### src/rtl/int_prio_ctrl_pkg.sv
// Shared definitions for the vectored interrupt controller: FSM state,
// default vector layout and the source-index width helper.
package int_pkg;

  typedef enum logic {
    IDLE    = 1'b0,
    SERVICE = 1'b1
  } state_t;

  localparam logic [31:0] DEFAULT_VEC_BASE   = 32'h0000_0004;
  localparam logic [31:0] DEFAULT_VEC_STRIDE = 32'h0000_0004;
  localparam int          DEFAULT_NSRC       = 4;

  // Width of a source index; never narrower than one bit.
  function automatic int id_width(input int n);
    return (n > 1) ? $clog2(n) : 1;
  endfunction

endpackage

### src/rtl/int_prio_ctrl_if.sv
// CPU-side bundle of the interrupt controller: request lines, mask access,
// pipeline control and the PC redirect path.
interface int_prio_ctrl_if
  import int_pkg::*;
#(
  parameter int NSRC = DEFAULT_NSRC
);
  localparam int ID_W = id_width(NSRC);

  logic [NSRC-1:0] irq;
  logic            mask_we;
  logic [NSRC-1:0] mask_wdata;
  logic            stall;
  logic            eret;
  logic [31:0]     pc_next;
  logic [31:0]     pc;
  logic            intr;
  logic            in_service;
  logic [ID_W-1:0] irq_id;
  logic [31:0]     epc;
  logic [NSRC-1:0] mask;

  modport master (
    output irq, mask_we, mask_wdata, stall, eret, pc_next,
    input  pc, intr, in_service, irq_id, epc, mask
  );

  modport slave (
    input  irq, mask_we, mask_wdata, stall, eret, pc_next,
    output pc, intr, in_service, irq_id, epc, mask
  );

endinterface

### src/rtl/int_prio_ctrl_enc.sv
// Lowest-index-first priority encoder over the eligible request vector.
module int_prio_enc
  import int_pkg::*;
#(
  parameter int NSRC = DEFAULT_NSRC,
  localparam int ID_W = id_width(NSRC)
) (
  input  logic [NSRC-1:0] eligible,
  output logic            valid,
  output logic [ID_W-1:0] id
);

  // Scan downward so the lowest set index is the last assignment and wins.
  always_comb begin
    valid = |eligible;
    id    = '0;
    for (int i = NSRC - 1; i >= 0; i--) begin
      if (eligible[i]) id = ID_W'(i);
    end
  end

endmodule

### src/rtl/int_prio_ctrl.sv
// Fixed-priority vectored interrupt controller between PC-next logic and the
// PC register: edge-detected requests, mask, single-level service with eret.
module int_prio_ctrl
  import int_pkg::*;
#(
  parameter int          NSRC       = DEFAULT_NSRC,
  parameter logic [31:0] VEC_BASE   = DEFAULT_VEC_BASE,
  parameter logic [31:0] VEC_STRIDE = DEFAULT_VEC_STRIDE
) (
  input  logic          clk,
  input  logic          rst,
  int_prio_ctrl_if.slave bus
);

  localparam int ID_W = id_width(NSRC);

  logic [NSRC-1:0] irq_q_reg;
  logic [NSRC-1:0] pending_reg;
  logic [NSRC-1:0] mask_reg;
  state_t          state_reg;
  logic [31:0]     epc_reg;
  logic [ID_W-1:0] irq_id_reg;

  logic [NSRC-1:0] rise;
  logic [NSRC-1:0] eligible;
  logic [NSRC-1:0] take_clr;
  logic [NSRC-1:0] pending_next;
  logic            any_eligible;
  logic [ID_W-1:0] winner;
  logic            take;
  logic [31:0]     vec_addr;

  assign rise     = bus.irq & ~irq_q_reg;
  assign eligible = pending_reg & ~mask_reg;

  int_prio_enc #(
    .NSRC (NSRC)
  ) u_enc (
    .eligible (eligible),
    .valid    (any_eligible),
    .id       (winner)
  );

  assign take     = (state_reg == IDLE) & any_eligible & ~bus.stall & ~rst;
  assign vec_addr = VEC_BASE + (32'(winner) * VEC_STRIDE);
  assign take_clr = take ? (NSRC'(1) << winner) : '0;
  // A fresh edge on the winning source in its take cycle keeps the bit set.
  assign pending_next = (pending_reg & ~take_clr) | rise;

  always_comb begin
    if (rst) begin
      bus.pc = 32'h0;
    end else if (take) begin
      bus.pc = vec_addr;
    end else if ((state_reg == SERVICE) && bus.eret) begin
      bus.pc = epc_reg;
    end else begin
      bus.pc = bus.pc_next;
    end
  end

  always_ff @(posedge clk) begin
    irq_q_reg <= bus.irq;
    if (rst) begin
      pending_reg <= '0;
      mask_reg    <= '0;
      state_reg   <= IDLE;
      epc_reg     <= 32'h0;
      irq_id_reg  <= '0;
    end else begin
      pending_reg <= pending_next;
      if (bus.mask_we) mask_reg <= bus.mask_wdata;
      case (state_reg)
        IDLE: begin
          if (take) begin
            epc_reg    <= bus.pc_next;
            irq_id_reg <= winner;
            state_reg  <= SERVICE;
          end
        end
        SERVICE: begin
          if (bus.eret) state_reg <= IDLE;
        end
        default: state_reg <= IDLE;
      endcase
    end
  end

  assign bus.intr       = any_eligible;
  assign bus.in_service = (state_reg == SERVICE);
  assign bus.irq_id     = irq_id_reg;
  assign bus.epc        = epc_reg;
  assign bus.mask       = mask_reg;

endmodule

### src/flat_wrapper.sv
// flat-port wrapper written by rule: the top's interface ports become plain ports
module int_prio_ctrl_flat import int_pkg::*;
#(
  parameter int          NSRC       = DEFAULT_NSRC,
  parameter logic [31:0] VEC_BASE   = DEFAULT_VEC_BASE,
  parameter logic [31:0] VEC_STRIDE = DEFAULT_VEC_STRIDE
)
  (clk, rst, bus_irq, bus_mask_we, bus_mask_wdata, bus_stall, bus_eret, bus_pc_next, bus_pc, bus_intr, bus_in_service, bus_irq_id, bus_epc, bus_mask);
  int_prio_ctrl_if #(.NSRC(NSRC)) bus_i ();
  input  logic clk;
  input  logic rst;
  input wire logic [$bits(bus_i.irq)-1:0] bus_irq;
  input wire logic [$bits(bus_i.mask_we)-1:0] bus_mask_we;
  input wire logic [$bits(bus_i.mask_wdata)-1:0] bus_mask_wdata;
  input wire logic [$bits(bus_i.stall)-1:0] bus_stall;
  input wire logic [$bits(bus_i.eret)-1:0] bus_eret;
  input wire logic [$bits(bus_i.pc_next)-1:0] bus_pc_next;
  output wire logic [$bits(bus_i.pc)-1:0] bus_pc;
  output wire logic [$bits(bus_i.intr)-1:0] bus_intr;
  output wire logic [$bits(bus_i.in_service)-1:0] bus_in_service;
  output wire logic [$bits(bus_i.irq_id)-1:0] bus_irq_id;
  output wire logic [$bits(bus_i.epc)-1:0] bus_epc;
  output wire logic [$bits(bus_i.mask)-1:0] bus_mask;
  assign bus_i.irq = bus_irq;
  assign bus_i.mask_we = bus_mask_we;
  assign bus_i.mask_wdata = bus_mask_wdata;
  assign bus_i.stall = bus_stall;
  assign bus_i.eret = bus_eret;
  assign bus_i.pc_next = bus_pc_next;
  assign bus_pc = bus_i.pc;
  assign bus_intr = bus_i.intr;
  assign bus_in_service = bus_i.in_service;
  assign bus_irq_id = bus_i.irq_id;
  assign bus_epc = bus_i.epc;
  assign bus_mask = bus_i.mask;
  int_prio_ctrl #(.NSRC(NSRC), .VEC_BASE(VEC_BASE), .VEC_STRIDE(VEC_STRIDE)) u_core (.clk(clk), .rst(rst), .bus(bus_i));
endmodule
### config.mk
export PLATFORM = sky130hd
export DESIGN_NAME = int_prio_ctrl_flat
export DESIGN_NICKNAME = d
export VERILOG_FILES = /design/src/rtl/int_prio_ctrl_pkg.sv /design/src/rtl/int_prio_ctrl_if.sv /design/src/rtl/int_prio_ctrl_enc.sv /design/src/rtl/int_prio_ctrl.sv /design/src/flat_wrapper.sv
export SDC_FILE = /design/constraint.sdc
export NUM_CORES = 1
export LEC_CHECK = 0
export ABC_CLOCK_PERIOD_IN_PS = 3100
export CAP_MARGIN = 20
export CORE_UTILIZATION = 39
export DETAILED_ROUTE_END_ITERATION = 16
export PLACE_DENSITY = 0.79
export SLEW_MARGIN = 15
export SYNTH_ARGS = -nofsm -noshare
export SYNTH_HDL_FRONTEND = slang
export SYNTH_SLANG_ARGS = --single-unit
### constraint.sdc
create_clock -name clk -period 3.1 [get_ports clk]
set_clock_uncertainty 0.05 [all_clocks]
set_input_delay 0.93 -clock clk [delete_from_list [all_inputs] [get_ports clk]]
set_output_delay 0.93 -clock clk [all_outputs]
set_load 0.05 [all_outputs]
Yosys cells after proc, flatten, opt, wreduce, memory -nomap -nowiden
Index checks and enable logic that the tools add are counted.
{"block": "op_classes", "bitwise": 13, "eq_ne": 0, "n_mul": 0, "div_mod_pow": 0, "n_reduce_logical": 3, "shifts": 1, "addsub": 1, "magnitude_cmp": 0, "mux": 11}
{"op": "32-bit two-way mux", "n": 3}
{"op": "4-bit bitwise AND", "n": 3}
{"op": "4-bit inverter", "n": 3}
{"op": "2-bit two-way mux", "n": 4}
{"op": "3-bit by 4-bit adder with 5-bit output, first input constant", "n": 1}
{"op": "4-bit two-way mux", "n": 1}
{"op": "4-bit bitwise OR", "n": 1}
{"op": "4-bit OR reduction", "n": 1}
{"op": "1-bit by 2-bit left shift with 4-bit output, first input constant", "n": 1}
{"op": "1-bit bitwise AND", "n": 3}
{"op": "1-bit inverter", "n": 3}
{"op": "1-bit two-way mux", "n": 2}
{"op": "1-bit one-hot mux with 2 select lines", "n": 1}
{"op": "2-bit AND reduction", "n": 1}
{"op": "1-bit logical AND", "n": 1}
{"block": "word_totals", "word_cells": 35, "ram_bits": 0, "latchBits": 0, "n_memories": 0, "romBits": 0, "regBits": 47}

Longest topological paths before layout
Gate-level depths: netlist of run 1.
{"block": "depth", "depth_word": 11, "mapped_depth": 8}

By module
Synthesis of run 1 repeated with hierarchy kept, for this count alone.
{"block": "unflattened", "cells_unflattened": 244, "area_unflattened_um2": 2070.7}
{"mod": "int_prio_ctrl", "cells_each": 237, "instances": 1, "area_each_um2": 2035.7, "seq_area_each_um2": 940.9}
{"mod": "int_prio_enc", "cells_each": 7, "instances": 1, "area_each_um2": 35.0, "seq_area_each_um2": 0.0}

Worst setup path before layout of run 1
Ideal clock, no wire load.
{"block": "synth_timing", "path_kind": "register -> output", "startpoint": "reg u_core.mask_reg[3], in the netlist u_core.bus.mask[3]", "endpoint": "out bus_pc[3]", "arrival_time_ns": 2.773, "path_stages_with_launch": 6, "slack_ns": -0.653, "cell_sequence": "dfxtp_1 > nor2b_1 > o41ai_4 > buf_2 > nor2_1 > a211oi_1"}
{"block": "synth_via", "elab_chain_cells": 9}
{"element": "start, declared", "line_no": "int_prio_ctrl.sv:19", "rtl": "logic [NSRC-1:0] mask_reg;"}
{"element": "start signal, assigned", "line_no": "int_prio_ctrl.sv:72", "rtl": "if (bus.mask_we) mask_reg <= bus.mask_wdata;"}
{"element": "4-bit inverter (*)", "line_no": "int_prio_ctrl.sv:34", "rtl": "assign eligible = pending_reg & ~mask_reg;"}
{"element": "4-bit bitwise AND (*)", "line_no": "int_prio_ctrl.sv:34"}
{"element": "2-bit two-way mux (4 in series)", "line_no": "int_prio_ctrl_enc.sv:18", "rtl": "if (eligible[i]) id = ID_W'(i);"}
{"element": "3-bit by 4-bit adder with 5-bit output", "line_no": "int_prio_ctrl.sv:45", "rtl": "assign vec_addr = VEC_BASE + (32'(winner) * VEC_STRIDE);"}
{"element": "32-bit two-way mux (*)", "line_no": "int_prio_ctrl.sv:53", "rtl": "end else if (take) begin"}
{"element": "32-bit two-way mux (*)", "line_no": "int_prio_ctrl.sv:51", "rtl": "if (rst) begin"}
{"element": "end, declared", "line_no": "flat_wrapper.sv:18", "rtl": "output wire logic [$bits(bus_i.pc)-1:0] bus_pc;"}
Mark *: on every way between the ends. The rest lies on a longest branch, timed or not.

Worst setup path in the final report of run 1
{"block": "layout_timing", "startpoint": "reg u_core.pending_reg[1]", "endpoint": "out bus_intr"}
{"block": "layout_via", "elab_chain_cells": 2}
{"element": "start, declared", "line_no": "int_prio_ctrl.sv:18", "rtl": "logic [NSRC-1:0] pending_reg;"}
{"element": "start signal, assigned", "line_no": "int_prio_ctrl.sv:71", "rtl": "pending_reg <= pending_next;"}
{"element": "4-bit bitwise AND", "line_no": "int_prio_ctrl.sv:34"}
{"element": "4-bit OR reduction", "line_no": "int_prio_ctrl_enc.sv:15", "rtl": "valid = |eligible;"}
{"element": "end, declared", "line_no": "flat_wrapper.sv:19", "rtl": "output wire logic [$bits(bus_i.intr)-1:0] bus_intr;"}
No other way between the ends.

==> results of run 1 <==
==> area by class of cell <==
cell class | instances | area, sq um | area share, %
clock inverters | 2 | 35.0 | 0.779
well taps | 72 | 90.1 | 2.00
clock buffers | 6 | 82.6 | 1.84
multi-input cells | 247 | 1520 | 33.8
repair buffers | 148 | 1800 | 40.1
inverters | 6 | 22.5 | 0.501
flip-flops and latches | 47 | 947 | 21.1
==> metrics by stage <==
step | instance area (sq um) | hold slack [ns] | utilization (%) | setup slack (ns)
after floorplan | 2390 | 0.412 | - | -0.176
after global placement | 4010 | 0.399 | 72.9 | -0.218
after detailed placement | 4010 | 0.412 | 72.9 | -0.299
after CTS | 4470 | 0.424 | 81.2 | 0.0115
after global routing | 4500 | 0.445 | 81.7 | -0.0436
final | 4500 | 0.424 | 81.7 | 0.00130
==> power by group <==
| group | internal (mW) | total (mW) | switching, mW |
|---|---|---|---|
| sequential | 0.647 | 0.682 | 0.0357 |
| clock | 0.261 | 0.470 | 0.209 |
| combinational | 0.378 | 0.883 | 0.505 |
==> tightest hold or removal path, delay by kind of cell, from the launching register on <==
family           cells  cell delay [ns]
AO/OA/AOI/OAI        1             0.05
flip-flops           1             0.33
AND/OR/NAND/NOR      1             0.05
==> timing repair <==
action | in CTS | in global routing
setup endpoints to repair | 32 | 32
setup buffers | 13 | 0
hold buffers | 0 | 0
gates cloned | 2 | 0
pin swaps | 2 | 1
gates resized for setup | 40 | 12
==> worst paths after layout <==
path | start | endpoint | slack [ns] | depth (start not counted)
max | u_core.pending_reg[1] | bus_intr | 0.001 | 4
min | u_core.bus.epc[12] | u_core.bus.epc[12] | 0.42 | 2
max reg2reg | u_core.bus.in_service | u_core.bus.irq_id[0] | 0.40 | 15
min reg2reg | u_core.bus.epc[12] | u_core.bus.epc[12] | 0.42 | 2
==> cell families after synthesis <==
| family | count (synthesis) | share of synthesized area, % |
|---|---|---|
| AND/OR/NAND/NOR | 159 | 28.8 |
| buffers and inverters | 28 | 5.21 |
| AO/OA/AOI/OAI | 78 | 18.9 |
| multiplexers | 6 | 2.69 |
| adder cells (fa/ha/maj) | 4 | 2.24 |
| flip-flops | 47 | 42.2 |
==> synthesized netlist by cell type (all sizes together) <==
master | count | area (sq um)
a41oi | 1 | 8.76
dfxtp | 47 | 941
nand2b | 10 | 62.6
or2 | 1 | 6.26
nor2b | 4 | 25.0
and2 | 2 | 12.5
a21oi | 68 | 340
o21ai | 5 | 25.0
nor2 | 10 | 37.5
a31oi | 1 | 6.26
nor3 | 1 | 5.00
a211oi | 2 | 15.0
buf | 10 | 48.8
nand3 | 1 | 5.00
clkbuf | 12 | 45.0
inv | 6 | 22.5
ha | 4 | 50.1
o41ai | 1 | 27.5
nand2 | 130 | 488
mux2i | 6 | 60.1
==> routing by layer <==
metal	global-route usage, %	vias up	wire, microns
met1	31.0	1299	3290
met5	0	-	0
met2	46.1	112	4040
li1	-	1307	-
met3	7.29	29	540
met4	14.3	0	311
==> results by stage, run 1 <==
Outcome:
- The flow ran to the end, and the final reports show no timing, DRC or antenna violations.

Global routing:
- Global routing used a little over a quarter of the available tracks across all layers.
- The first global-routing pass estimated 13000 microns of wire.
- Entering global routing, the biggest net connects 33 pins.
- After global routing the overflow that remains totals 0.
- The number of global-route vias before repair is about 2700.
- The number of antenna violations at the first check in global routing is 0.

Synth:
- The cell area that synthesis handed to floorplanning was between 2000 and 2500 sq um.
- The post-synthesis average cell area is roughly 6.9 sq um.
- After synthesis, the netlist uses 22 different library cells.
- After synthesis the netlist holds a flip-flop and latch count of 47.
- When the netlist entered floorplanning its net count stood at roughly 370.
- The sequential fraction of the synthesis area is between 40% and 50%.
- The number of standard cells after synthesis is 322.
- For this run, the number of Yosys warnings is 0.

Power:
- The power consumption is 2.04 mW.
- The power density over cell area is around 450 nW/um^2.
- IR analysis of the VDD net gives a maximum drop of about 0.30 mV.
- Summed over all cells, the static leakage comes to around 1.7 nW.

Final layout:
- The area growth from synthesis to layout is 101%.
- Leaving out fill and tap cells, the most frequent cell in the layout is sky130_fd_sc_hd__nand2_1.
- The number of antenna diodes in the final layout is 0.
- The final standard cell count with taps included and fillers excluded is 528.
- In the final design database the tool counted between 500 and 600 nets.
- Of the cells placed in the final design, the portion with a size suffix greater than 1 is a little over a quarter.
- The filler cells instantiated in the layout total 335.
- The flip-flop count of the largest register, all copies and words added is 32.
- In the layout the commonest cells are sky130_fd_sc_hd__nand2_1 (129), sky130_fd_sc_hd__clkdlybuf4s50_1 (81), sky130_fd_sc_hd__dfxtp_1 (42), sky130_fd_sc_hd__a21oi_1 (39), sky130_fd_sc_hd__buf_12 (35).

STA:
- The final-report max-slew violation count came to 0.
- The setup TNS after final layout is 0 ns.
- The total count of hold-check failures in the final report is 0.
- Dividing the final minimum period by the clock period gives ~100%.
- Setup violations remaining at the end of the flow were counted as 0.
- The post-route minimum period is around 3.1 ns.
- The worst pin sits at a relative slew slack of between 60 and 70%.
- For this run, the top clock speed supported by timing is ~0.32 GHz.
- For the pin with the worst max-slew slack, the measured transition is around 0.53 ns.

Drt:
- The number of DRC markers after the initial detailed-route iteration is around 160.
- The iteration count of the initial detailed-routing pass is 4.
- The via count is roughly 2700.
- The final layout contains routed wiring with a total length of between 8000 and 9000 microns.
- After detailed routing, the average wire length per cell comes to approximately 15 microns.
- Once detail routing completed, the nets flagged for antenna violations numbered 0.
- The remaining design rule violation count is 0.
- After detailed routing, the number of vias per cell comes to about 5.2.

Setup path:
- The data required time of the worst path is approximately 2.1 ns.
- The biggest cell delay along the critical path is just over 0.8 ns.
- The critical path is of the flop to output pin type.
- The kind of cell with the highest combined delay on the critical path is buffers and inverters.
- The nature of the critical path startpoint is a flop.
- The largest individual stage delay along the critical path comes from the cell sky130_fd_sc_hd__clkdlybuf4s50_1.
- The type of element capturing the critical path is an output pin.
- The critical path goes through nor2b_1 -> nor2_1 -> nand2_1 -> clkdlybuf4s50_1.
- Of all nets on the critical path, the largest fanout is 3.
- The signal arrival time at the worst endpoint is ~2.1 ns.
- Counting both buffers and inverters, the worst setup path holds a total of 1.

Clock tree:
- TritonCTS built the clock tree.
- The total number of clock tree sinks is 47.
- The TritonCTS buffer count is 5.
- The number of buffers on the longest clock path is 2.
- The post-CTS clock slew at the launch and capture registers of the worst setup and hold paths is ~0.09 ns.
- The clock insertion delay at the later pin of the skew report is roughly 0.3 ns.
- The CTS root buffer is sky130_fd_sc_hd__clkbuf_8.
- The H-tree level count is 2.

Job:
- The count of max-cap constraint violations is 0.

Placed design:
- The cell count after placement is 505.
- Routability-driven placement finished with a final weighted congestion of roughly 0.85.
- The half-perimeter wire length of the detailed placement result is around 5400 microns.
- The number of buffers inserted by port buffering is 116.

Floorplanning:
- The initialized floorplan defines 27 standard-cell rows.
- The boundary pin count is around 120.
- The die covers slightly above 6000 sq um.
- The width of the chip is about 78 microns.
- Once the floorplan was initialized, standard cells occupied about two fifths of the core.
- The die span in y is between 70 and 80 microns.
- The total area inside the core boundary comes to about 5500 sq um.

Hold path:
- The worst hold path belongs to the class flop to flop.
(Power assumes the default switching activity.)
==> run 2, diff against run 1 <==
--- a/config.mk
+++ b/config.mk
@@ -8,6 +8,7 @@
 export ABC_CLOCK_PERIOD_IN_PS = 3100
 export CAP_MARGIN = 20
 export CORE_UTILIZATION = 39
+export CTS_CLUSTER_DIAMETER = 50
 export DETAILED_ROUTE_END_ITERATION = 16
 export PLACE_DENSITY = 0.79
 export SLEW_MARGIN = 15
==> results of run 2 <==
No change in the layout: final DEF, timing and power equal those of run 1.
==> run 3, diff against run 2 <==
--- a/config.mk
+++ b/config.mk
@@ -10,7 +10,7 @@
 export CORE_UTILIZATION = 39
 export CTS_CLUSTER_DIAMETER = 50
 export DETAILED_ROUTE_END_ITERATION = 16
-export PLACE_DENSITY = 0.79
+export PLACE_DENSITY = 0.86
 export SLEW_MARGIN = 15
 export SYNTH_ARGS = -nofsm -noshare
 export SYNTH_HDL_FRONTEND = slang
==> results by stage, run 3 (synthesis results as in run 1) <==
Drt:
- The residual antenna-violating net count after detailed routing is 0 (unchanged).
- The via density per instance came to 5.35 (+2.8%).
- The average routed wire per standard cell came to 17.0 microns (+9.7%).
- The via count is 2829 (+3.0%).
- The total wirelength of the detailed-routed design is 8990 microns (+10%).
- The iteration count of the initial detailed-routing pass came to 4 (unchanged).
- The number of DRC markers after the initial detailed-route iteration is 197 (+25%).
- The remaining design rule violation count is 0 (unchanged).

Floorplanning:
- The boundary pin count is 117 (unchanged).
- The row count came to 27 (unchanged).
- The initial standard-cell utilization of the core is 40.5% (unchanged).
- The area of the placeable core is 5510 sq um (unchanged).
- The width of the chip was 77.7 microns (unchanged).
- The die span in y came to 77.7 microns (unchanged).
- The die area was 6030 sq um (unchanged).

Placed design:
- The cell count after placement is 505 (unchanged).
- The routability congestion estimate is 0.883 (+3.9%).
- The half-perimeter wire length of the detailed placement result is 5810 microns (+7.7%).
- The post-detailed-placement cell area is 4030 sq um (+0.31%).
- The number of buffers inserted by port buffering was 116 (unchanged).

Final layout:
- The final standard cell count with taps included and fillers excluded is 529 (+0.19%).
- The number of antenna diodes was 0 (unchanged).
- The flip-flop count of the largest register, all copies and words added came to 32 (unchanged).
- Leaving out fill and tap cells, the most frequent cell in the layout is sky130_fd_sc_hd__nand2_1.
- The number of filler instances in the final layout is 310 (-7.5%).
- The area of all placed cells without fillers is 4510 sq um (+0.31%).
- The top cell types in the final layout, fill and taps aside, are sky130_fd_sc_hd__nand2_1 (129), sky130_fd_sc_hd__clkdlybuf4s50_1 (81), sky130_fd_sc_hd__dfxtp_1 (45), sky130_fd_sc_hd__a21oi_1 (38), sky130_fd_sc_hd__buf_12 (35).
- The area growth from synthesis to layout is 102%.
- The post-layout net count was 505 (+0.20%).
- The fraction of layout instances using a drive strength above 1 is 26.0% (-0.71 points).

STA:
- The highest clock rate came to 0.325 GHz (+0.72%).
- The setup TNS after final layout is 0 ns (unchanged).
- The post-route minimum period was 3.08 ns (-0.0222 ns).
- The remaining max-slew budget at the tightest pin is 63.8% (-0.95 points).
- The final clock period utilization by the worst path is 99.2% (-0.72 points).
- The transition time at the pin with the least slew margin is 0.541 ns (+0.0142 ns).
- The total count of hold-check failures in the final report is 0 (unchanged).
- The final hold slack is 0.430 ns (+0.00582 ns).
- The setup-violating endpoint count in the final report is 0 (unchanged).
- The final-report max-slew violation count was 0 (unchanged).

Clock tree:
- The clock insertion delay at the later pin of the skew report is 0.30 ns (about the same).
- The CTS tree is yes.
- The CTS root buffer is sky130_fd_sc_hd__clkbuf_8.
- The number of buffers inserted for hold repair after clock tree synthesis is 0 (unchanged).
- The TritonCTS buffer count was 5 (unchanged).
- The H-tree level count came to 2 (unchanged).
- The total number of clock tree sinks is 47 (unchanged).
- The post-CTS clock slew at the launch and capture registers of the worst setup and hold paths is 0.09 ns (about the same).
- The number of buffers on the longest clock path is 2 (unchanged).

Global routing:
- The global-route wire length before repair came to 14100 microns (+8.5%).
- The overall overflow remaining after global route is 0 (unchanged).
- The total routing resource utilization after global routing is 30.1% (+2.9 points).
- The number of antenna violations at the first check in global routing is 0 (unchanged).
- The number of global-route vias before repair is 2960 (+8.3%).
- The maximum number of pins on one net before global-route repair is 33 (unchanged).

Setup path:
- The signal arrival time at the worst endpoint is 2.10 ns (-0.02 ns).
- The nature of the critical path startpoint is a primary input.
- The setup path with the least slack is of type primary input to output pin.
- The register-to-register setup slack came to 0.46 ns (+0.06 ns).
- The type of element capturing the critical path is an output pin.
- The source of the worst register-to-register timing path is u_core.bus.in_service.
- The top fanout value on the critical path is 2 (-1).
- The number of cells traversed by the worst register-to-register path is 15 (unchanged).
- The data required time of the worst path is 2.12 ns (about the same).
- The first element of the critical path is bus_stall.
- In this run the critical register-to-register path is captured at u_core.bus.irq_id[0].

Outcome:
- The run finished with clean final reports.

Power:
- The cell leakage power is 1.73 nW (-0.64%).
- The power consumption is 1.99 mW (-2.2%).
- The worst-case vdd ir drop is 0.257 mV (-13%).
- The power density over cell area is 441 nW/um^2 (-2.5%).

Hold path:
- The startpoint identified for the worst hold timing path is u_core.bus.epc[27].
- The hold-critical path depth is 2 (unchanged).
- The terminating pin of the worst hold path is u_core.bus.epc[27].
- The min-delay analysis places its worst path in the category flop to flop.

Job:
- The count of max-cap constraint violations is 0 (unchanged).
==> run 3: changes by cell type in the layout (fill, tap and decap cells not counted), sizes merged <==
cell / change
buf: +2
bufbuf: -1
bufinv: -1
clkbuf: +1
clkinv: -1
dlygate4sd2: +1
==> run 3: worst max-delay path by stage <==
stage                      end
global route         bus_pc[3]
detailed placement   bus_pc[9]
global placement    bus_pc[12]
CTS                  bus_pc[2]
finish               bus_pc[2]
floorplan           bus_pc[11]
==> run 3: cell type report <==
| cell class | count | area, sq um | area share [%] |
|---|---|---|---|
| Tap cell | 72 | 90.1 | 2.00 |
| Timing Repair Buffer | 149 | 1790 | 39.6 |
| Sequential cell | 47 | 943 | 20.9 |
| Multi-Input combinational cell | 247 | 1570 | 34.7 |
| Inverter | 6 | 22.5 | 0.499 |
| Clock buffer | 8 | 100 | 2.22 |
==> run 3: what timing repair did <==
item	CTS	global route
cloned	1	0
resized for setup	39	14
buffers inserted	13	2
pin swaps	3	3
setup endpoints to repair	32	21
==> run 3: power breakdown <==
| group | switching [mW] | internal, mW |
|---|---|---|
| Clock | 0.210 | 0.204 |
| Combinational | 0.519 | 0.375 |
| Sequential | 0.0373 | 0.646 |
| Total | 0.766 | 1.23 |
==> run 3: routing by layer <==
| metal | GRT usage (%) | vias up | wire [microns] | part of all wire, % |
|---|---|---|---|---|
| met4 | 17.9 | 0 | 403 | 4.5 |
| met2 | 54.6 | 143 | 4750 | 53 |
| met3 | 7.18 | 39 | 610 | 6.8 |
| met5 | 0 | - | 0 | 0 |
| li1 | - | 1306 | - | - |
| met1 | 31.1 | 1341 | 3230 | 36 |
==> run 3: critical path, cell delays in order <==
cell and delay, ns:
sky130_fd_sc_hd__clkdlybuf4s15_1 0.21, sky130_fd_sc_hd__or2_4 0.29, sky130_fd_sc_hd__a41oi_4 0.21, sky130_fd_sc_hd__nand3_2 0.12, sky130_fd_sc_hd__and2_4 0.19, sky130_fd_sc_hd__buf_12 0.14
==> run 3: through the flow <==
stage / worst slack, ns / util (%)
4_1_cts: 0.0122 / 80.2
5_1_grt: -0.0142 / 81.9
3_3_place_gp: -0.254 / 73.1
6_report: 0.0235 / 81.9
2_1_floorplan: -0.176 / -
3_5_place_dp: -0.316 / 73.1
